==> src/rtl/sad_block_ctrl_pkg.sv <==
// Shared types and constants for the SAD block-matching scheduler.
// Imported by sad_datapath and sad_block_ctrl.
package sad_pkg;

  localparam int PIX_W = 8;
  localparam int SAD_W = 12;
  localparam logic [SAD_W-1:0] SAD_INIT = 12'hFFF;

  typedef enum logic [1:0] {
    IDLE,
    RUN,
    DRAIN,
    DONE
  } sad_state_t;

endpackage

==> src/rtl/sad_block_ctrl_datapath.sv <==
// Combinational ALU slice for SAD: abs difference, accumulate, min compare.
// Leaf cells subtractor8/adder12/comparator12 live here with their user.

// Absolute difference of two 8-bit pixels.
module subtractor8 (
  input  logic [7:0] a,
  input  logic [7:0] b,
  output logic [7:0] d
);
  assign d = (a >= b) ? (a - b) : (b - a);
endmodule

// 12-bit adder; SAD range guarantees no carry out.
module adder12 (
  input  logic [11:0] a,
  input  logic [11:0] b,
  output logic [11:0] s
);
  assign s = a + b;
endmodule

// Strict greater-than for 12-bit SAD values.
module comparator12 (
  input  logic [11:0] a,
  input  logic [11:0] b,
  output logic        gt
);
  assign gt = (a > b);
endmodule

module sad_datapath
  import sad_pkg::*;
(
  input  logic [PIX_W-1:0] cur_pix,
  input  logic [PIX_W-1:0] ref_pix,
  input  logic [SAD_W-1:0] acc,
  input  logic             first,
  input  logic [PIX_W-1:0] acc_diff,
  input  logic [SAD_W-1:0] cand_sad,
  input  logic [SAD_W-1:0] best,
  output logic [PIX_W-1:0] abs_diff,
  output logic [SAD_W-1:0] sum,
  output logic             replace
);

  logic [SAD_W-1:0] acc_base;
  logic [SAD_W-1:0] diff_ext;

  assign acc_base = first ? '0 : acc;
  assign diff_ext = {{(SAD_W-PIX_W){1'b0}}, acc_diff};

  subtractor8 u_sub (
    .a (cur_pix),
    .b (ref_pix),
    .d (abs_diff)
  );

  adder12 u_add (
    .a (acc_base),
    .b (diff_ext),
    .s (sum)
  );

  // Ties are not a replacement, so the lower index wins.
  comparator12 u_cmp (
    .a  (best),
    .b  (cand_sad),
    .gt (replace)
  );

endmodule

==> src/rtl/sad_block_ctrl.sv <==
// SAD scheduler: streams N_CAND x N_PIX pixel pairs, reports best candidate.
// Optional candidate outputs under macro SAD_CAND_OUT_EN.
module sad_block_ctrl
  import sad_pkg::*;
#(
  parameter int N_PIX  = 16,
  parameter int N_CAND = 8,
  parameter int IDX_W  = (N_CAND > 1) ? $clog2(N_CAND) : 1
) (
  input  logic             clk,
  input  logic             rst,
  input  logic             start,
  input  logic             in_valid,
  output logic             in_ready,
  input  logic [PIX_W-1:0] cur_pix,
  input  logic [PIX_W-1:0] ref_pix,
  output logic             busy,
  output logic             done,
`ifdef SAD_CAND_OUT_EN
  output logic             cand_valid,
  output logic [SAD_W-1:0] cand_sad,
  output logic [IDX_W-1:0] cand_idx,
`endif
  output logic [SAD_W-1:0] best_sad,
  output logic [IDX_W-1:0] best_idx
);

  localparam int PC_W = (N_PIX > 1) ? $clog2(N_PIX) : 1;

  sad_state_t state, nstate;

  logic [PC_W-1:0]  pix_cnt;
  logic [IDX_W-1:0] cand_cnt;
  logic [1:0]       drain_cnt;

  logic start_go, fire, last_pix, last_cand;

  logic             p0_v, p0_first, p0_last;
  logic [PIX_W-1:0] p0_cur, p0_ref;
  logic [IDX_W-1:0] p0_idx;

  logic             s1_v, s1_first, s1_last;
  logic [PIX_W-1:0] s1_diff;
  logic [IDX_W-1:0] s1_idx;

  logic [SAD_W-1:0] acc;
  logic             c_v;
  logic [SAD_W-1:0] c_sad;
  logic [IDX_W-1:0] c_idx;

  logic [SAD_W-1:0] best;
  logic [IDX_W-1:0] best_i;

  logic [PIX_W-1:0] abs_diff;
  logic [SAD_W-1:0] sum;
  logic             replace;

  assign in_ready  = (state == RUN);
  assign busy      = (state != IDLE);
  assign fire      = in_valid & in_ready;
  assign start_go  = start & ((state == IDLE) | (state == DONE));
  assign last_pix  = (pix_cnt == PC_W'(N_PIX - 1));
  assign last_cand = (cand_cnt == IDX_W'(N_CAND - 1));

  sad_datapath u_dp (
    .cur_pix  (p0_cur),
    .ref_pix  (p0_ref),
    .acc      (acc),
    .first    (s1_first),
    .acc_diff (s1_diff),
    .cand_sad (c_sad),
    .best     (best),
    .abs_diff (abs_diff),
    .sum      (sum),
    .replace  (replace)
  );

  // State register.
  always_ff @(posedge clk) begin
    if (rst) state <= IDLE;
    else     state <= nstate;
  end

  // Next-state logic.
  always_comb begin
    nstate = state;
    unique case (state)
      IDLE:    if (start) nstate = RUN;
      RUN:     if (fire && last_pix && last_cand) nstate = DRAIN;
      DRAIN:   if (drain_cnt == 2'd2) nstate = DONE;
      DONE:    nstate = start ? RUN : IDLE;
      default: nstate = IDLE;
    endcase
  end

  // Pixel/candidate counters and drain timer.
  always_ff @(posedge clk) begin
    if (rst) begin
      pix_cnt   <= '0;
      cand_cnt  <= '0;
      drain_cnt <= '0;
    end else begin
      drain_cnt <= (state == DRAIN) ? drain_cnt + 2'd1 : 2'd0;
      if (start_go) begin
        pix_cnt  <= '0;
        cand_cnt <= '0;
      end else if (fire) begin
        if (last_pix) begin
          pix_cnt <= '0;
          if (!last_cand) cand_cnt <= cand_cnt + 1'b1;
        end else begin
          pix_cnt <= pix_cnt + 1'b1;
        end
      end
    end
  end

  // Capture accepted pair, then S1 diff and S2 accumulate.
  always_ff @(posedge clk) begin
    if (rst) begin
      p0_v     <= 1'b0;
      p0_first <= 1'b0;
      p0_last  <= 1'b0;
      p0_cur   <= '0;
      p0_ref   <= '0;
      p0_idx   <= '0;
      s1_v     <= 1'b0;
      s1_first <= 1'b0;
      s1_last  <= 1'b0;
      s1_diff  <= '0;
      s1_idx   <= '0;
      acc      <= '0;
      c_v      <= 1'b0;
      c_sad    <= '0;
      c_idx    <= '0;
    end else begin
      p0_v     <= fire;
      p0_first <= (pix_cnt == '0);
      p0_last  <= last_pix;
      p0_cur   <= cur_pix;
      p0_ref   <= ref_pix;
      p0_idx   <= cand_cnt;
      s1_v     <= p0_v;
      s1_first <= p0_first;
      s1_last  <= p0_last;
      s1_diff  <= abs_diff;
      s1_idx   <= p0_idx;
      c_v      <= s1_v & s1_last;
      if (s1_v) begin
        acc <= sum;
        if (s1_last) begin
          c_sad <= sum;
          c_idx <= s1_idx;
        end
      end
    end
  end

  // S3 running minimum.
  always_ff @(posedge clk) begin
    if (rst) begin
      best   <= '0;
      best_i <= '0;
    end else if (start_go) begin
      best   <= SAD_INIT;
      best_i <= '0;
    end else if (c_v && replace) begin
      best   <= c_sad;
      best_i <= c_idx;
    end
  end

  // Result registers and done pulse.
  always_ff @(posedge clk) begin
    if (rst) begin
      done     <= 1'b0;
      best_sad <= '0;
      best_idx <= '0;
    end else begin
      done <= (state == DONE);
      if (state == DONE) begin
        best_sad <= best;
        best_idx <= best_i;
      end
    end
  end

`ifdef SAD_CAND_OUT_EN
  assign cand_valid = c_v;
  assign cand_sad   = c_sad;
  assign cand_idx   = c_idx;
`endif

endmodule

==> config.mk <==
export PLATFORM = sky130hd
export DESIGN_NAME = sad_block_ctrl
export DESIGN_NICKNAME = d
export VERILOG_FILES = /design/src/rtl/sad_block_ctrl_pkg.sv /design/src/rtl/sad_block_ctrl_datapath.sv /design/src/rtl/sad_block_ctrl.sv
export SDC_FILE = /design/constraint.sdc
export NUM_CORES = 1
export LEC_CHECK = 0
export CAP_MARGIN = 30
export CORE_ASPECT_RATIO = 0.8
export CORE_MARGIN = 5
export CORE_UTILIZATION = 40
export DETAILED_ROUTE_END_ITERATION = 12
export PLACE_DENSITY = 0.58
export SYNTH_ARGS = -nofsm -noshare
export SYNTH_HDL_FRONTEND = slang
export SYNTH_SLANG_ARGS = --single-unit
==> constraint.sdc <==
create_clock -name clk -period 4.85 [get_ports clk]
set_input_delay 1.2125 -clock clk [delete_from_list [all_inputs] [get_ports clk]]
set_output_delay 1.2125 -clock clk [all_outputs]
set_load 0.03 [all_outputs]
==> flow_metrics.py <==
metrics = {
    "outcome": {
        "status": "complete, no violations",
    },
    "critical_path": {
        "critPathMaxFanout": 6,
        "timing.setup.critical_path_class": "flip-flop to output port",
        "crit_required_ps": 3640,
        "worstReg2RegEnd": "c_sad[10]$_SDFFE_PP0P_",
        "worst_r2r_path_depth": 9,
        "cp_data_arrival_time_ps": 1830,
        "cp-start-kind": "flip-flop",
        "setup.worst_path.end_class": "output port",
        "reg2reg_start": "s1_first$_SDFF_PP0_",
        "critPathCapture": "in_ready",
        "worst_setup_startpoint": "state[1]$_SDFFE_PP0P_",
        "reg2reg_setup_slack_ps": 2010,
    },
    "final_layout": {
        "post_layout_nonfiller_instances": 756,
        "final_net_count": 644,
        "n_antenna_cell": 0,
        "drive_gt1_share_pct": 5.85,
        "postLayoutCellArea_sq_um": 5960,
        "syn2layout_area_growth_pct": 16.6,
    },
    "hold_path": {
        "worstHoldPathType": "flip-flop to flip-flop",
        "worstHoldStart": "drain_cnt[0]$_SDFF_PP0_",
    },
    "synth": {
        "yosysMostFrequentCell": "sky130_fd_sc_hd__dfxtp_1",
        "top_reg_cell_synth": "sky130_fd_sc_hd__dfxtp_1",
        "yosys-top-cells-count": "sky130_fd_sc_hd__dfxtp_1 (106), sky130_fd_sc_hd__nor2_1 (52), sky130_fd_sc_hd__ha_1 (45)",
        "yosys_warnings": 0,
        "ys_async_sr_fraction_pct": 0,
        "synth.ff_latch_count": 106,
        "synthesis.nets": 615,
        "seq_area_frac_synth_pct": 41.5,
        "synth.largest_area_cell": "sky130_fd_sc_hd__dfxtp_1",
        "synthTopCellsByArea": "sky130_fd_sc_hd__dfxtp_1 (41%), sky130_fd_sc_hd__ha_1 (11%), sky130_fd_sc_hd__mux2i_1 (8.6%), sky130_fd_sc_hd__nor2b_1 (5.4%), sky130_fd_sc_hd__a21oi_1 (3.8%)",
        "synthCells": 547,
        "synth_enable_flop_cells": 0,
        "ys_types": 55,
        "synth_top_cell_area_share_pct": 41.5,
        "avg_inst_size_synth_sq_um": 9.35,
        "synth_area_sq_um": 5120,
    },
    "drt": {
        "drt_pass1_iterations": 4,
        "detail_route.drc_violations": 0,
        "drt-initial-drc-count": 137,
        "wl_mm": 9.36,
        "via_per_inst": 4.86,
        "vias": 3674,
        "route.detailed.wl_per_inst_microns": 12.4,
        "drt.antenna.violating_nets": 0,
    },
    "sta": {
        "timing.final.crit_share_pct": 62.7,
        "slew_headroom_pct": 46.8,
        "setup_violations": 0,
        "rsz0062_at_grt": "false",
        "postLayoutSetupSlackWorst_ps": 1810,
        "finalWorstPathRequiredPeriod_ps": 3040,
        "clock_skew_ps": 7.10,
        "finalHoldWorstSlack_ps": 420,
        "max_slew_violations": 0,
        "tns_ps": 0,
        "report.final.hold_viol_count": 0,
        "achievable-frequency_ghz": 0.329,
        "max_slew.worst_pin.slew_ps": 798,
    },
    "floorplan": {
        "rows": 37,
        "floorplan.initialDensity_pct": 40.3,
        "placeableCoreArea_sq_um": 12700,
        "fp.dieArea_sq_um": 15200,
        "die_x_microns": 136,
        "io_pins": 38,
        "floorplan.die.height_microns": 111,
    },
    "place": {
        "io_buffer_count": 37,
        "post-place-cells": 738,
        "place_congestion": 0.859,
        "placement.setup.worst_slack_ps": 1760,
        "dp.final_hpwl_mm": 6.92,
        "placed_area_sq_um": 5620,
    },
    "clock_network": {
        "tritoncts.num_buffers": 9,
        "worst_setup_hold_path_clk_slew_ps": 70,
        "post-cts-setup-buffers": 0,
        "htree_num_levels": 3,
        "clock_sink_count": 106,
        "root_cell_of_the_clock_tree": "sky130_fd_sc_hd__clkbuf_16",
        "ctsLongestPathBuffers": 2,
        "post_cts_resize_count": 0,
        "clk_latency_ps": 350,
        "tritoncts_clock_tree": "done",
        "post_cts_hold_buffer_count": 0,
    },
    "power_and_ir_drop": {
        "net-switching-power_mw": 0.689,
        "combPwrFrac_pct": 23.5,
        "internal-power_mw": 1.59,
        "peakVddDrop_mv": 0.305,
        "power.sequential.fraction_pct": 43.6,
        "pwr-share-clk_pct": 32.9,
        "swShare_pct": 30.3,
        "total_leakage_power_nw": 2.31,
        "powerDensity_nw_per_um2": 382,
    },
    "grt": {
        "grt.overflow.total": 0,
        "grt_pass1_wl_mm": 16.3,
        "grt_usage_pct": 12.9,
        "first_global_vias": 3541,
        "grt_start_max_net_pins": 48,
        "antenna_found_initial": 0,
    },
    "job": {
        "drv_cap": 0,
    },
}
==> cell type report <==
cell class / instances / area [sq um]
Clock buffer: 9 / 225
Clock inverter: 7 / 82.6
Fill cell: 1201 / 6720
Inverter: 43 / 161
Multi-Input combinational cell: 373 / 2720
Sequential cell: 106 / 2120
Tap cell: 175 / 219
Timing Repair Buffer: 43 / 435
==> kinds of logic after synthesis <==
family / after synthesis / share of synthesized area [%]
AO/OA/AOI/OAI: 92 / 12.2
XOR/XNOR: 12 / 2.05
adder cells (fa/ha/maj): 48 / 12.2
buffers and inverters: 68 / 5.40
flip-flops: 106 / 41.5
multiplexers: 49 / 9.71
AND/OR/NAND/NOR: 172 / 16.9
==> power groups by stage <==
stage | Clock [mW] | Sequential [mW] | Combinational [mW]
4_1_cts | 0.780 | 0.994 | 0.531
3_3_place_gp | 0 | 1.01 | 0.512
3_5_place_dp | 0 | 1.01 | 0.527
6_report | 0.748 | 0.993 | 0.534
2_1_floorplan | 0 | 1.00 | 0.397
5_1_grt | 0.809 | 1.01 | 0.593
==> worst max-delay path: stages (launching register included) <==
cell and delay (ps):
sky130_fd_sc_hd__dfxtp_1 360, sky130_fd_sc_hd__inv_1 110, sky130_fd_sc_hd__ha_1 290, sky130_fd_sc_hd__clkdlybuf4s50_1 720
==> worst min path at each step <==
stage,cells after the start,endpoint
after floorplan,1,drain_cnt[0]$_SDFF_PP0_
after global placement,1,drain_cnt[0]$_SDFF_PP0_
after detailed placement,1,drain_cnt[0]$_SDFF_PP0_
after CTS,1,drain_cnt[0]$_SDFF_PP0_
after global routing,1,drain_cnt[0]$_SDFF_PP0_
final,1,drain_cnt[0]$_SDFF_PP0_
==> routing by layer <==
| layer | GRT usage [%] | wire (microns) | up-vias |
|---|---|---|---|
| met3 | 2.90 | 270 | 12 |
| met2 | 20.3 | 4240 | 51 |
| li1 | - | - | 1914 |
| met4 | 4.10 | 114 | 0 |
| met1 | 17.5 | 4740 | 1697 |
| met5 | 0 | 0 | - |
==> cell usage in the layout (no fill, tap or decap), drive strengths merged, types with 3 or more instances in the layout <==
cell	n
mux2i	44
fa	3
a211oi	6
a21oi	41
a31oi	4
a21o	8
nand4	4
nand3	10
nand2b	12
nor2b	44
and3	4
o211ai	5
clkbuf	10
ha	45
buf	6
nand2	32
mux2	5
xor2	6
nor2	52
o21ai	8
inv	47
xnor2	6
nor3	3
clkdlybuf4s50	36
dfxtp	106
a211o	3
==> flip-flops by register name (all words and copies together), names as in the netlist, 2 cells and up <==
signal	flops
pix_cnt	4
p0_idx	3
p0_ref	8
best_sad	12
c_sad	12
c_idx	3
p0_cur	8
cand_cnt	3
s1_diff	8
state	2
s1_idx	3
acc	12
drain_cnt	2
best_idx	3
best_i	3
best	12
==> per-stage QoR <==
step | total power [mW] | utilization (%)
finish | 2.28 | 47.0
detailed placement | 1.54 | 44.3
CTS | 2.30 | 46.8
global placement | 1.52 | 44.2
floorplan | 1.40 | -
global route | 2.41 | 47.0
(Power assumes the default switching activity.)
